--- config.mk ---
export PLATFORM = sky130hd
export DESIGN_NAME = wb_port_arbiter
export DESIGN_NICKNAME = d
export VERILOG_FILES = /design/src/rtl/wb_port_arbiter_pkg.sv /design/src/rtl/wb_port_arbiter_lu_fifo.sv /design/src/rtl/wb_port_arbiter.sv
export SDC_FILE = /design/constraint.sdc
export NUM_CORES = 1
export LEC_CHECK = 0
export BUFFER_PORTS_ARGS = -buffer_cell sky130_fd_sc_hd__clkbuf_2
export CORE_UTILIZATION = 59
export DETAILED_ROUTE_END_ITERATION = 8
export HOLD_SLACK_MARGIN = 0.02
export PLACE_DENSITY = 0.85
export SLEW_MARGIN = 10
export SYNTH_ARGS = -nofsm -noshare
export SYNTH_HDL_FRONTEND = slang
export SYNTH_SLANG_ARGS = --single-unit
--- constraint.sdc ---
create_clock -name i_clk -period 9.35 [get_ports i_clk]
set_input_delay 1.87 -clock i_clk [delete_from_list [all_inputs] [get_ports i_clk]]
set_output_delay 1.87 -clock i_clk [all_outputs]
set_load 0.01 [all_outputs]
--- src/rtl/wb_port_arbiter_pkg.sv ---
// Shared encodings and widths for the write-back port arbiter.
package wb_port_arbiter_pkg;

  localparam int WB_ARB_DW_DEF     = 32;
  localparam int WB_ARB_AW_DEF     = 5;
  localparam int WB_ARB_STARVE_DEF = 4;

  // Long-unit result FIFO geometry
  localparam int WB_ARB_FIFO_DEPTH = 2;
  localparam int WB_ARB_CNT_W      = 2;

  // Arbiter FSM state encodings
  typedef enum logic [1:0] {
    WB_ARB_IDLE  = 2'd0,
    WB_ARB_PEND  = 2'd1,
    WB_ARB_FORCE = 2'd2
  } wb_arb_state_e;

  // Width of the packed rf write bus {we, waddr, wdata}
  function automatic int ws_to_rf_bus_wd(input int aw, input int dw);
    return 1 + aw + dw;
  endfunction

endpackage

--- src/rtl/wb_port_arbiter_lu_fifo.sv ---
// Two-entry FIFO holding long-unit {waddr, wdata} results awaiting the rf write port.
// The head is read from registered storage, so an entry is never visible in its push cycle.
module wb_lu_fifo
  import wb_port_arbiter_pkg::*;
#(
  parameter int DW = WB_ARB_DW_DEF,
  parameter int AW = WB_ARB_AW_DEF
) (
  input  logic                    i_clk,
  input  logic                    i_reset,
  input  logic                    i_push,
  input  logic                    i_pop,
  input  logic [AW-1:0]           i_waddr,
  input  logic [DW-1:0]           i_wdata,
  output logic [AW-1:0]           o_head_waddr,
  output logic [DW-1:0]           o_head_wdata,
  output logic [WB_ARB_CNT_W-1:0] o_count
);

  logic [AW-1:0]           r_addr_mem [WB_ARB_FIFO_DEPTH];
  logic [DW-1:0]           r_data_mem [WB_ARB_FIFO_DEPTH];
  logic                    r_wr_ptr;
  logic                    r_rd_ptr;
  logic [WB_ARB_CNT_W-1:0] r_count;

  // Storage, pointers and occupancy count
  always_ff @(posedge i_clk or posedge i_reset) begin
    if (i_reset) begin
      r_wr_ptr <= 1'b0;
      r_rd_ptr <= 1'b0;
      r_count  <= '0;
      for (int i = 0; i < WB_ARB_FIFO_DEPTH; i++) begin
        r_addr_mem[i] <= '0;
        r_data_mem[i] <= '0;
      end
    end else begin
      if (i_push) begin
        r_addr_mem[r_wr_ptr] <= i_waddr;
        r_data_mem[r_wr_ptr] <= i_wdata;
        r_wr_ptr             <= ~r_wr_ptr;
      end
      if (i_pop) begin
        r_rd_ptr <= ~r_rd_ptr;
      end
      case ({i_push, i_pop})
        2'b10:   r_count <= r_count + 2'd1;
        2'b01:   r_count <= r_count - 2'd1;
        default: r_count <= r_count;
      endcase
    end
  end

  assign o_head_waddr = r_addr_mem[r_rd_ptr];
  assign o_head_wdata = r_data_mem[r_rd_ptr];
  assign o_count      = r_count;

endmodule

// Protocol checker for the long-unit FIFO: no push when full, no pop when empty.
module wb_lu_fifo_chk
  import wb_port_arbiter_pkg::*;
(
  input logic                    i_clk,
  input logic                    i_reset,
  input logic                    i_push,
  input logic                    i_pop,
  input logic [WB_ARB_CNT_W-1:0] i_count
);

  a_no_overflow: assert property (@(posedge i_clk) disable iff (i_reset)
    i_push |-> (i_count < 2'd2))
    else $error("wb_lu_fifo: push accepted while full");

  a_no_underflow: assert property (@(posedge i_clk) disable iff (i_reset)
    i_pop |-> (i_count != 2'd0))
    else $error("wb_lu_fifo: pop while empty");

endmodule

--- src/rtl/wb_port_arbiter.sv ---
// Shares the register-file write port between the in-order WB stage and buffered
// long-latency results. The pipe has priority; after STARVE_MAX lost arbitrations the
// FIFO head is forced through while the WB stage is held.
module wb_port_arbiter
  import wb_port_arbiter_pkg::*;
#(
  parameter int DW         = WB_ARB_DW_DEF,
  parameter int AW         = WB_ARB_AW_DEF,
  parameter int STARVE_MAX = WB_ARB_STARVE_DEF
) (
  input  logic          i_clk,
  input  logic          i_reset,
  input  logic          i_pipe_valid,
  input  logic          i_pipe_we,
  input  logic [AW-1:0] i_pipe_waddr,
  input  logic [DW-1:0] i_pipe_wdata,
  output logic          o_pipe_ready,
  input  logic          i_lu_valid,
  input  logic [AW-1:0] i_lu_waddr,
  input  logic [DW-1:0] i_lu_wdata,
  output logic          o_lu_ready,
  output logic          o_rf_we,
  output logic [AW-1:0] o_rf_waddr,
  output logic [DW-1:0] o_rf_wdata,
  output logic          o_lu_pending
);

  localparam int              SW         = $clog2(STARVE_MAX + 1);
  localparam logic [SW-1:0]   STARVE_LIM = SW'(STARVE_MAX);
  localparam int              RF_BUS_W   = ws_to_rf_bus_wd(AW, DW);

  wb_arb_state_e           r_state;
  wb_arb_state_e           w_state_nxt;
  logic [SW-1:0]           r_starve;
  logic [SW-1:0]           w_starve_nxt;
  logic [RF_BUS_W-1:0]     r_rf_bus;
  logic [RF_BUS_W-1:0]     w_rf_bus_nxt;
  logic [WB_ARB_CNT_W-1:0] w_count;
  logic [WB_ARB_CNT_W-1:0] w_count_nxt;
  logic [AW-1:0]           w_head_waddr;
  logic [DW-1:0]           w_head_wdata;
  logic                    w_pipe_need;
  logic                    w_push;
  logic                    w_pop;
  logic                    w_grant_pipe;
  logic                    w_pipe_ready;

  assign w_pipe_need = i_pipe_valid & i_pipe_we;
  // Acceptance depends on occupancy only, never on a same-cycle pop
  assign w_push      = i_lu_valid & o_lu_ready;

  wb_lu_fifo #(.DW(DW), .AW(AW)) u_lu_fifo (
    .i_clk        (i_clk),
    .i_reset      (i_reset),
    .i_push       (w_push),
    .i_pop        (w_pop),
    .i_waddr      (i_lu_waddr),
    .i_wdata      (i_lu_wdata),
    .o_head_waddr (w_head_waddr),
    .o_head_wdata (w_head_wdata),
    .o_count      (w_count)
  );

  wb_lu_fifo_chk u_lu_fifo_chk (
    .i_clk   (i_clk),
    .i_reset (i_reset),
    .i_push  (w_push),
    .i_pop   (w_pop),
    .i_count (w_count)
  );

  // FSM state and starvation counter registers
  always_ff @(posedge i_clk or posedge i_reset) begin
    if (i_reset) begin
      r_state  <= WB_ARB_IDLE;
      r_starve <= '0;
    end else begin
      r_state  <= w_state_nxt;
      r_starve <= w_starve_nxt;
    end
  end

  // Next state from the post-cycle occupancy and starvation count
  always_comb begin
    case ({w_push, w_pop})
      2'b10:   w_count_nxt = w_count + 2'd1;
      2'b01:   w_count_nxt = w_count - 2'd1;
      default: w_count_nxt = w_count;
    endcase
    if (w_count_nxt == 2'd0) begin
      w_state_nxt = WB_ARB_IDLE;
    end else if (w_starve_nxt == STARVE_LIM) begin
      w_state_nxt = WB_ARB_FORCE;
    end else begin
      w_state_nxt = WB_ARB_PEND;
    end
  end

  // Grant selection, WB stall and starvation count update per state
  always_comb begin
    w_grant_pipe = 1'b0;
    w_pop        = 1'b0;
    w_pipe_ready = 1'b1;
    w_starve_nxt = '0;
    case (r_state)
      WB_ARB_IDLE: begin
        w_grant_pipe = w_pipe_need;
      end
      WB_ARB_PEND: begin
        if (w_pipe_need) begin
          w_grant_pipe = 1'b1;
          w_starve_nxt = (r_starve == STARVE_LIM) ? r_starve : r_starve + SW'(1);
        end else begin
          w_pop = 1'b1;
        end
      end
      WB_ARB_FORCE: begin
        w_pop        = 1'b1;
        w_pipe_ready = ~w_pipe_need;
      end
      default: begin
        w_grant_pipe = 1'b0;
        w_pop        = 1'b0;
      end
    endcase
  end

  // Grant mux: a granted write to r0 consumes the slot but does not write
  always_comb begin
    if (w_grant_pipe) begin
      w_rf_bus_nxt = {(|i_pipe_waddr), i_pipe_waddr, i_pipe_wdata};
    end else if (w_pop) begin
      w_rf_bus_nxt = {(|w_head_waddr), w_head_waddr, w_head_wdata};
    end else begin
      w_rf_bus_nxt = {1'b0, r_rf_bus[RF_BUS_W-2:0]};
    end
  end

  // Registered rf write bus
  always_ff @(posedge i_clk or posedge i_reset) begin
    if (i_reset) begin
      r_rf_bus <= '0;
    end else begin
      r_rf_bus <= w_rf_bus_nxt;
    end
  end

  assign o_rf_we      = r_rf_bus[RF_BUS_W-1];
  assign o_rf_waddr   = r_rf_bus[DW +: AW];
  assign o_rf_wdata   = r_rf_bus[DW-1:0];
  assign o_pipe_ready = w_pipe_ready;
  assign o_lu_ready   = (w_count < 2'd2);
  assign o_lu_pending = (w_count != 2'd0);

endmodule

==> results of run 1 <==
==> power by group <==
part / internal [mW] / leakage, nW / total [mW] / switching (mW)
Sequential: 0.783 / 1.46 / 0.942 / 0.158
Combinational: 0.463 / 1.57 / 0.910 / 0.447
Clock: 0.338 / 0.250 / 0.558 / 0.220
Total: 1.58 / 3.28 / 2.41 / 0.826
==> flip-flops by register name, summed over array words and instances, names as in the netlist <==
register              cells
u_lu_fifo.r_wr_ptr        1
u_lu_fifo.r_rd_ptr        1
u_lu_fifo.o_count         2
r_rf_bus                 38
u_lu_fifo.r_addr_mem     10
r_state                   2
u_lu_fifo.r_data_mem     64
r_starve                  3
==> layout make-up <==
class	count	area (um2)
clock buffer	20	455
clock inverter	9	52.6
fill	646	2500
inverter	44	168
multi-input combinational	273	2430
sequential	121	3030
tap	129	161
timing repair buffer	122	618
==> cells by family (layout without fill, tap and decap cells) <==
logic type	Yosys count	after routing
DFF	121	121
and+or+nand+nor	67	67
buffers and inverters	83	195
muxes	111	111
xor gates and xnor gates	6	6
adders and majority gates	6	6
AOI/OAI and AO/OA	83	83
==> per-layer routing <==
metal	share of wire, %	vias to the layer above	GRT usage [%]
li1	-	1959	-
met4	1.2	0	9.59
met2	49	147	46.1
met3	5.7	16	6.21
met5	0	-	0
met1	44	2170	35.1
==> how the worst min path moves through the flow <==
stage | startpoint | endpoint | slack [ns] | cells after the start
finish | u_lu_fifo.r_data_mem[43] | u_lu_fifo.r_data_mem[43] | 0.48 | 1
detailed placement | u_lu_fifo.r_data_mem[36] | u_lu_fifo.r_data_mem[36] | 0.47 | 1
global route | u_lu_fifo.r_data_mem[43] | u_lu_fifo.r_data_mem[43] | 0.50 | 1
CTS | u_lu_fifo.r_data_mem[43] | u_lu_fifo.r_data_mem[43] | 0.49 | 1
floorplan | u_lu_fifo.r_data_mem[32] | u_lu_fifo.r_data_mem[32] | 0.46 | 1
global placement | u_lu_fifo.r_data_mem[43] | u_lu_fifo.r_data_mem[43] | 0.47 | 1
==> worst max-delay path, stage by stage <==
cell      delay, ns
clkbuf_2       0.13
nand3_1        0.08
clkbuf_2       0.13
==> cells in the mapped netlist, types with 4 or more instances <==
cell / number
dfrtp_1: 121
mux2_2: 69
inv_1: 43
nor2_1: 42
a2111oi_0: 38
a221o_1: 37
mux2i_1: 37
buf_2: 15
clkbuf_1: 11
buf_6: 8
ha_1: 6
xnor2_1: 6
buf_4: 5
mux2_1: 5
nand2b_1: 4
==> through the flow <==
stage / util (%) / cells / area [um2] / hold slack, ns / power (mW)
2_1_floorplan: - / 477 / 5860 / 0.457 / 1.61
3_3_place_gp: 68.0 / 689 / 6400 / 0.466 / 1.80
3_5_place_dp: 68.0 / 689 / 6400 / 0.474 / 1.84
4_1_cts: 73.4 / 718 / 6910 / 0.489 / 2.42
5_1_grt: 73.4 / 718 / 6910 / 0.496 / 2.57
6_report: 73.4 / 718 / 6910 / 0.483 / 2.41
==> results.md, run 1 <==
- Layout area overhead: 18.0%
- Crit Path Max Fanout: 4
- Vias: 4292
- Detail Route Antenna Nets: 0
- Layout cell share with drive strength beyond 1: 39.4%
- Core footprint: 9420 um2
- Clock Latency Late Sink: 0.51 ns
- Syn Nets: 562
- Slew margin rel.: 22.2%
- R2R setup slack: 6.43 ns
- Syn Inst Count: 477
- Max Fclk: 0.246 GHz
- Worst setup path endpoint: o_pipe_ready
- R2R Path End: r_state[1]
- Most frequent cells in the layout: dfrtp_1 (120), clkbuf_2 (119), mux2_2 (69), inv_1 (42), nor2_1 (42)
- Seq/Total Area, Yosys: 51.7%
- Routed WL per cell: 18.3 um
- Io pins: 120
- Clk pin slew, worst setup/hold paths: 0.05 ns
- Mapped cell area: 5860 um2
- Crit start category: primary input
- Vias/cell: 5.98
- # DRC: 0
- Area contributors post-synth: dfrtp_1 (52%), mux2_2 (13%), a221o_1 (6.3%)
- Post-synth top area cell: dfrtp_1
- Status: complete, no violations
- Worst slack after detailed placement: 5.23 ns
- LEAKAGE: 3.28 nW
- First-pass GRT wire length: 21200 um
- Nets@finish: 664
- Die width: 102 um
- Crit share post-route: 43.5%
- Final hold violation count: 0
- Setup repair bufs after CTS: 0
- Initial Utilization: 62.2%
- Setup slack after layout: 5.28 ns
- Worst r2r path cells: 9
- Simple-gate share of the synthesized area: 5.53%
- Post-Synth Adder-Cell Area: 1.28%
- Worst Setup SP: i_pipe_valid
- Root Driver: clkbuf_8
- Crit Path Category: primary input to output pin
- Gpl congestion: 0.796
- Critical R2R Launch: r_state[1]
- Max Slew Vio Count: 0
- WP data required: 7.48 ns
- HP Class: register to register
- Largest net degree at the start of global routing: 114
- Ys async rst share: 100%
- N_diodes: 0
- Total Wirelength: 13100 um
- Pre-Repair DR Iteration Count: 4
- Largest family of logic cells by synthesized area: multiplexers
- Clock tree buffer depth: 2
- Hpwl dp: 7920 um
- CTS hold repair buffers: 0
- Register bit total from synthesis: 121
- Clk sinks: 121
- Ys flop type: dfrtp_1
- XOR/XNOR Fraction of Synth Area: 0.897%
- Most common cell after layout, fill and taps aside: dfrtp_1
- DIE HEIGHT: 102 um
- Post_cts resized: 0
- Clock Skews: 0.00732 ns
- Std-Cell Rows: 35
- Crit path DAT: 2.20 ns
- Final setup violation count: 0
- Fin crit period: 4.07 ns
- Initial antenna violation count: 0
- Mux contribution to synthesized area: 20.6%
- TNS Setup: 0 ns
- Synth cell types: 35
- Vias in the first global route: 4358
- Maximum vdd drop: 0.252 mV
- Synth Warn #: 0
- CTS buffer count: 17
- RSZ-0062 raised after global routing: false
- Gr ovfl total: 0
- GR Util All Layers: 27.4%
- Synth Area in Compound Gates: 13.1%
- # Max-Cap Violations: 0
- Post-synth EDFFs: 0
- H-tree levels: 4
- Power Density: 349 nW/um2
- Initial DRC Count: 186
- Syn Area/Cell: 12.3 um2
- Endpoint class of the critical path: output pin
- CTS tree: yes
- Measured slew at the worst slew-check pin: 1.16 ns
- Yosys top cell area share: 51.7%
- Total die area: 10300 um2
- Port Buffers: 119
Power figures use the tool's default switching activity.
==> inputs of run 2 (changes only) <==
--- a/config.mk
+++ b/config.mk
@@ -5,11 +5,12 @@
 export SDC_FILE = /design/constraint.sdc
 export NUM_CORES = 1
 export LEC_CHECK = 0
+export ABC_AREA = 1
 export BUFFER_PORTS_ARGS = -buffer_cell sky130_fd_sc_hd__clkbuf_2
-export CORE_UTILIZATION = 59
+export CORE_UTILIZATION = 49
 export DETAILED_ROUTE_END_ITERATION = 8
 export HOLD_SLACK_MARGIN = 0.02
-export PLACE_DENSITY = 0.85
+export PLACE_DENSITY = 0.76
 export SLEW_MARGIN = 10
 export SYNTH_ARGS = -nofsm -noshare
 export SYNTH_HDL_FRONTEND = slang
==> constraint.sdc (replaced) <==
create_clock -name i_clk -period 3.6 [get_ports i_clk]
set_input_delay 0.72 -clock i_clk [delete_from_list [all_inputs] [get_ports i_clk]]
set_output_delay 0.72 -clock i_clk [all_outputs]
set_load 0.01 [all_outputs]
==> results.md, run 2 <==
- Most common library cells after synthesis: nand2_1 (178), dfrtp_1 (121), o21ai_0 (78)
- Max FFs per register: 64 (unchanged)
- TNS Setup: 0 ns (unchanged)
- Detail Route Antenna Nets: 0 (unchanged)
- Max Slew Vio Count: 0 (unchanged)
- Clock Skews: 0.00607 ns (-0.00126 ns)
- Slew margin rel.: 38.2% (+16 points)
- Crit share post-route: 67.6%
- Std-Cell Rows: 39 (+11%)
- Post-synth EDFFs: 0 (unchanged)
- Vias in the first global route: 4689 (+7.6%)
- Clk pin slew, worst setup/hold paths: 0.05 ns (about the same)
- Seq/Total Area, Yosys: 52.9% (+1.2 points)
- Crit start category: register
- Synth cell types: 25 (-29%)
- Crit Path Category: register to register
- Syn Inst Count: 683 (+43%)
- H-tree levels: 4 (unchanged)
- Final hold violation count: 0 (unchanged)
- Vias/cell: 5.07 (-15%)
- N_diodes: 0 (unchanged)
- Io pins: 120 (unchanged)
- Clock tree buffer depth: 2 (unchanged)
- # DRC: 0 (unchanged)
- Pre-Repair DR Iteration Count: 4 (unchanged)
- DIE HEIGHT: 110 um (+8.3%)
- Core footprint: 11400 um2 (+21%)
- Largest net degree at the start of global routing: 76 (-33%)
- Synth Warn #: 0 (unchanged)
- Die width: 110 um (+8.3%)
- LEAKAGE: 3.67 nW (+12%)
- Syn Nets: 768 (+37%)
- Total Wirelength: 13000 um (-1.4%)
- Crit Path Max Fanout: 75 (+71)
- Post-synth top area cell: dfrtp_1
- WP data required: 3.94 ns (-3.54 ns)
- Largest registers: u_lu_fifo.r_data_mem (64), r_rf_bus (38), u_lu_fifo.r_addr_mem (10)
- Endpoint class of the critical path: register
- Port Buffers: 119 (unchanged)
- Hold_ws: 0.472 ns (-0.0113 ns)
- Measured slew at the worst slew-check pin: 0.927 ns (-0.238 ns)
- Initial DRC Count: 276 (+48%)
- Yosys top cell area share: 52.9% (+1.2 points)
- Routed WL per cell: 13.7 um (-25%)
- Status: complete, no violations
- Gpl congestion: 0.754 (-5.3%)
- Top-count cell post-synth: nand2_1
- Ys async rst share: 100% (unchanged)
- CTS tree: yes
- Fin crit period: 2.43 ns
- Hpwl dp: 8340 um (+5.4%)
- RSZ-0062 raised after global routing: false
- Nets@finish: 875 (+32%)
- R2R setup slack: 1.17 ns (-5.26 ns)
- Initial Utilization: 50.1% (-12 points)
- Gr ovfl total: 0 (unchanged)
- Clk sinks: 121 (unchanged)
- Most frequent cells in the layout: nand2_1 (178), dfrtp_1 (121), clkbuf_2 (119), o21ai_0 (78), nor2_1 (74)
- Crit path DAT: 2.77 ns (+0.57 ns)
- Ys flop type: dfrtp_1
- Register name with the most flops: u_lu_fifo.r_data_mem
- Pwr Total: 6.30 mW (+160%)
- Post_cts resized: 0 (unchanged)
- Util after Layout: 60.3% (-13 points)
- Power Density: 914 nW/um2 (+160%)
- Max Fclk: 0.411 GHz
- Root Driver: clkbuf_16
- # Max-Cap Violations: 0 (unchanged)
- GR Util All Layers: 22.9% (-4.6 points)
- CTS buffer count: 17 (unchanged)
- CTS hold repair buffers: 0 (unchanged)
- Layout cell share with drive strength beyond 1: 24.9% (-15 points)
- First-pass GRT wire length: 21200 um (about the same)
- Final setup violation count: 0 (unchanged)
- Maximum vdd drop: 0.614 mV (+140%)
- Layout area overhead: 20.4%
- Setup repair bufs after CTS: 0 (unchanged)
- Most common cell after layout, fill and taps aside: nand2_1
- Area contributors post-synth: dfrtp_1 (53%), nand2_1 (12%), o21ai_0 (6.8%)
- Initial antenna violation count: 0 (unchanged)
- Total die area: 12100 um2 (+17%)
- Clock Latency Late Sink: 0.40 ns (-0.11 ns)
- HP Class: primary input to async pin
- Register bit total from synthesis: 121 (unchanged)
- Vias: 4784 (+11%)
- Syn Area/Cell: 8.38 um2 (-32%)
- Mapped cell area: 5720 um2 (-2.3%)
## run 2: cell type report
| class | instances | area, um2 |
|---|---|---|
| Clock buffer | 21 | 450 |
| Clock inverter | 8 | 124 |
| Fill cell | 1025 | 4530 |
| Inverter | 60 | 229 |
| Multi-Input combinational cell | 464 | 2220 |
| Sequential cell | 121 | 3030 |
| Tap cell | 143 | 179 |
| Timing Repair Buffer | 126 | 661 |
## run 2: final timing paths
kind                              start                       end  cells after the start
min in group i_clk         r_rf_bus[31]              r_rf_bus[31]                      2
min                             i_reset  u_lu_fifo.r_data_mem[27]                      2
max in group asynchronous       i_reset  u_lu_fifo.r_data_mem[48]                      3
max                          r_state[0]              r_rf_bus[26]                      8
min reg2reg                r_rf_bus[31]              r_rf_bus[31]                      2
max reg2reg                  r_state[0]              r_rf_bus[26]                      8
## run 2: layer usage
| layer | up-vias | part of all wire (%) | track usage [%] |
|---|---|---|---|
| met3 | 16 | 6.1 | 6.17 |
| met2 | 136 | 48 | 39.0 |
| met1 | 2274 | 44 | 28.2 |
| li1 | 2358 | - | - |
| met4 | 0 | 1.2 | 7.33 |
| met5 | - | 0 | 0 |
## run 2: metrics by stage
stage          area (um2)  setup WS (ns)  instances
3_3_place_gp         6310           1.04        914
3_5_place_dp         6310          0.901        914
6_report             6890           1.17        943
4_1_cts              6890           1.13        943
2_1_floorplan        5730           1.40        683
5_1_grt              6890          0.886        943
## run 2: report_power, final
group          switching, mW  internal [mW]
registers              0.350           2.00
clock network          0.565           1.09
logic                   1.44          0.844
## run 2: critical path: stages (launching register included)
cell and delay, ns:
dfrtp_1 0.38, ha_1 0.22, inv_2 0.08, nand2_2 0.06, nand2_4 0.47, nand2_4 0.36
inv_2 0.55, nand2_1 0.12, nand2_1 0.11
## run 2: logic make-up after synthesis
family	synth area share, %
fa+ha+maj	1.31
flops	52.9
simple gates	26.3
xor+xnor	0.306
compound gates	10.8
buf+inv	8.44
==> inputs of run 3 (changes only) <==
==> constraint.sdc (replaced) <==
create_clock -name i_clk -period 2.1 [get_ports i_clk]
set_input_delay 0.42 -clock i_clk [delete_from_list [all_inputs] [get_ports i_clk]]
set_output_delay 0.42 -clock i_clk [all_outputs]
set_load 0.01 [all_outputs]
==> results.md, run 3 (synthesis results as in run 2) <==
- Footprint of the multi-input gates: 2220 um2 (unchanged)
- Util after Layout: 61.8% (+1.5 points)
- # Max-Cap Violations: 0 (unchanged)
- Core footprint: 11400 um2 (unchanged)
- Nets@finish: 882 (+0.80%)
- LEAKAGE: 3.76 nW (+2.4%)
- Largest net degree at the start of global routing: 122 (+61%)
- Initial DRC Count: 377 (+37%)
- HP Class: primary input to async pin
- Post_cts resized: 0 (unchanged)
- Initial Utilization: 50.1% (unchanged)
- Final setup violation count: 0 (unchanged)
- Sequential cell area: 3030 um2 (unchanged)
- RSZ-0062 raised after global routing: false
- DIE HEIGHT: 110 um (unchanged)
- TNS Setup: 0 ns (unchanged)
- Maximum vdd drop: 0.908 mV (+48%)
- Io pins: 120 (unchanged)
- CTS hold repair buffers: 0 (unchanged)
- Clk sinks: 121 (unchanged)
- Final hold violation count: 0 (unchanged)
- First-pass GRT wire length: 20600 um (-3.0%)
- Fin crit period: 1.90 ns (-0.533 ns)
- Initial antenna violation count: 0 (unchanged)
- # DRC: 0 (unchanged)
- Layout cell share with drive strength beyond 1: 26.0% (+1.2 points)
- Std-Cell Rows: 39 (unchanged)
- Gr ovfl total: 0 (unchanged)
- Hpwl dp: 8080 um (-3.1%)
- CTS tree: yes
- Status: complete, no violations
- Measured slew at the worst slew-check pin: 0.629 ns (-0.298 ns)
- Gpl congestion: 0.769 (+2.0%)
- Max FFs per register: 64 (unchanged)
- Crit share post-route: 90.5% (+23 points)
- Vias/cell: 4.98 (-1.9%)
- Layout area overhead: 23.3%
- Layout fillers: 1006 (-1.9%)
- Clk pin slew, worst setup/hold paths: 0.05 ns (about the same)
- Clock Skews: 0.00610 ns (+0.0000334 ns)
- Post-route insts no fill: 953 (+1.1%)
- Total Wirelength: 12900 um (-0.72%)
- GR Util All Layers: 22.6% (-0.24 points)
- Crit Path Category: register to register
- Top cell family by delay on the critical path: simple AND/OR/NAND/NOR gates
- Pre-Repair DR Iteration Count: 5 (+1)
- Largest registers: u_lu_fifo.r_data_mem (64), r_rf_bus (38), u_lu_fifo.r_addr_mem (10)
- Detail Route Antenna Nets: 0 (unchanged)
- Clock Latency Late Sink: 0.42 ns (+0.02 ns)
- Worst path bufs/invs: 3 (+1)
- Cell Chain, Critical Path: inv_1, ha_1, inv_2, nand2_2, nand2_4, nand2_4, inv_2, nand2_1, nand2_1
- Crit path DAT: 2.26 ns (-0.51 ns)
- Endpoint class of the critical path: register
- Vias in the first global route: 4481 (-4.4%)
- Crit start category: register
- Crit Path Max Fanout: 32 (-57%)
- Routed WL per cell: 13.5 um (-1.8%)
- WP data required: 2.46 ns (-1.48 ns)
- Max Slew Vio Count: 0 (unchanged)
- Port Buffers: 119 (unchanged)
- N_diodes: 0 (unchanged)
- Clock tree buffer depth: 2 (unchanged)
- Register name with the most flops: u_lu_fifo.r_data_mem
- Crit-path max cell delay: 0.47 ns (-0.08 ns)
- Die width: 110 um (unchanged)
- Most frequent cells in the layout: nand2_1 (178), dfrtp_1 (121), clkbuf_2 (119), o21ai_0 (78), nor2_1 (74)
- Vias: 4745 (-0.82%)
- Max Fclk: 0.526 GHz (+28%)
- Placed cells: 918 (+0.44%)
- H-tree levels: 4 (unchanged)
- Slowest CP cell: inv_2
- Total die area: 12100 um2 (unchanged)
- Power Density: 1600 nW/um2 (+75%)
- Root Driver: clkbuf_16
- Most common cell after layout, fill and taps aside: nand2_1
- CTS buffer count: 17 (unchanged)
- Slew margin rel.: 58.1% (+20 points)
==> run 3: cell types whose count changed in the layout (fill, tap and decap cells not counted) <==
cell        previous run  this run
buf_4                  6        10
clkinv_2               2         3
bufinv_16              3         5
clkinvlp_4             3         4
clkbuf_1               3         1
buf_12                 1         4
clkbuf_8               1         2
==> run 3: final timing paths <==
kind	slack, ns	from	end	depth (start not counted)
min	0.19	i_reset	r_rf_bus[32]	3
min in group i_clk	0.23	i_lu_wdata[2]	u_lu_fifo.r_data_mem[34]	3
max reg2reg	0.20	r_state[1]	r_rf_bus[25]	9
max in group asynchronous	1.46	i_reset	r_rf_bus[13]	3
max	0.20	r_state[1]	r_rf_bus[25]	9
min reg2reg	0.48	r_rf_bus[11]	r_rf_bus[11]	2
==> run 3: area by class of cell <==
class | count | area share (%)
multi-input cells | 464 | 31.4
inverters | 60 | 3.25
well taps | 143 | 2.54
clock buffers | 20 | 6.47
repair buffers | 133 | 10.6
clock inverters | 12 | 2.78
flip-flops and latches | 121 | 42.9
==> run 3: layer usage <==
| metal | global-route usage [%] | wire length, um | vias to the layer above | part of all wire [%] |
|---|---|---|---|---|
| met5 | 0 | 0 | - | 0 |
| li1 | - | - | 2379 | - |
| met2 | 37.6 | 6190 | 142 | 48 |
| met1 | 28.2 | 5760 | 2207 | 45 |
| met3 | 5.29 | 692 | 17 | 5.4 |
| met4 | 9.81 | 225 | 0 | 1.7 |
==> run 3: where the power goes <==
group	switching, mW	internal [mW]	total [mW]
combinational	2.48	1.57	4.04
clock	1.05	2.16	3.21
sequential	0.583	3.43	4.02
==> run 3: metrics by stage <==
step	hold slack (ns)	total power [mW]	worst slack, ns	area, um2
after floorplan	0.448	6.91	0.197	5730
after global placement	0.461	7.85	0.262	6380
after detailed placement	0.465	8.04	0.203	6380
after CTS	0.212	11.3	0.183	7030
after global routing	0.247	12.1	0.0432	7060
final	0.190	11.3	0.199	7060
==> run 3: worst reg2reg max path: stages, from the launching register on <==
cell and delay, ns:
dfrtp_1 0.34, inv_1 0.06, ha_1 0.20, inv_2 0.08, nand2_2 0.06, nand2_4 0.21, nand2_4 0.17, inv_2 0.47
nand2_1 0.14, nand2_1 0.09
==> run 3: timing repair <==
action                     CTS  global route
hold endpoints to repair     0             0
buffers inserted             0             3
setup endpoints to repair    0             1
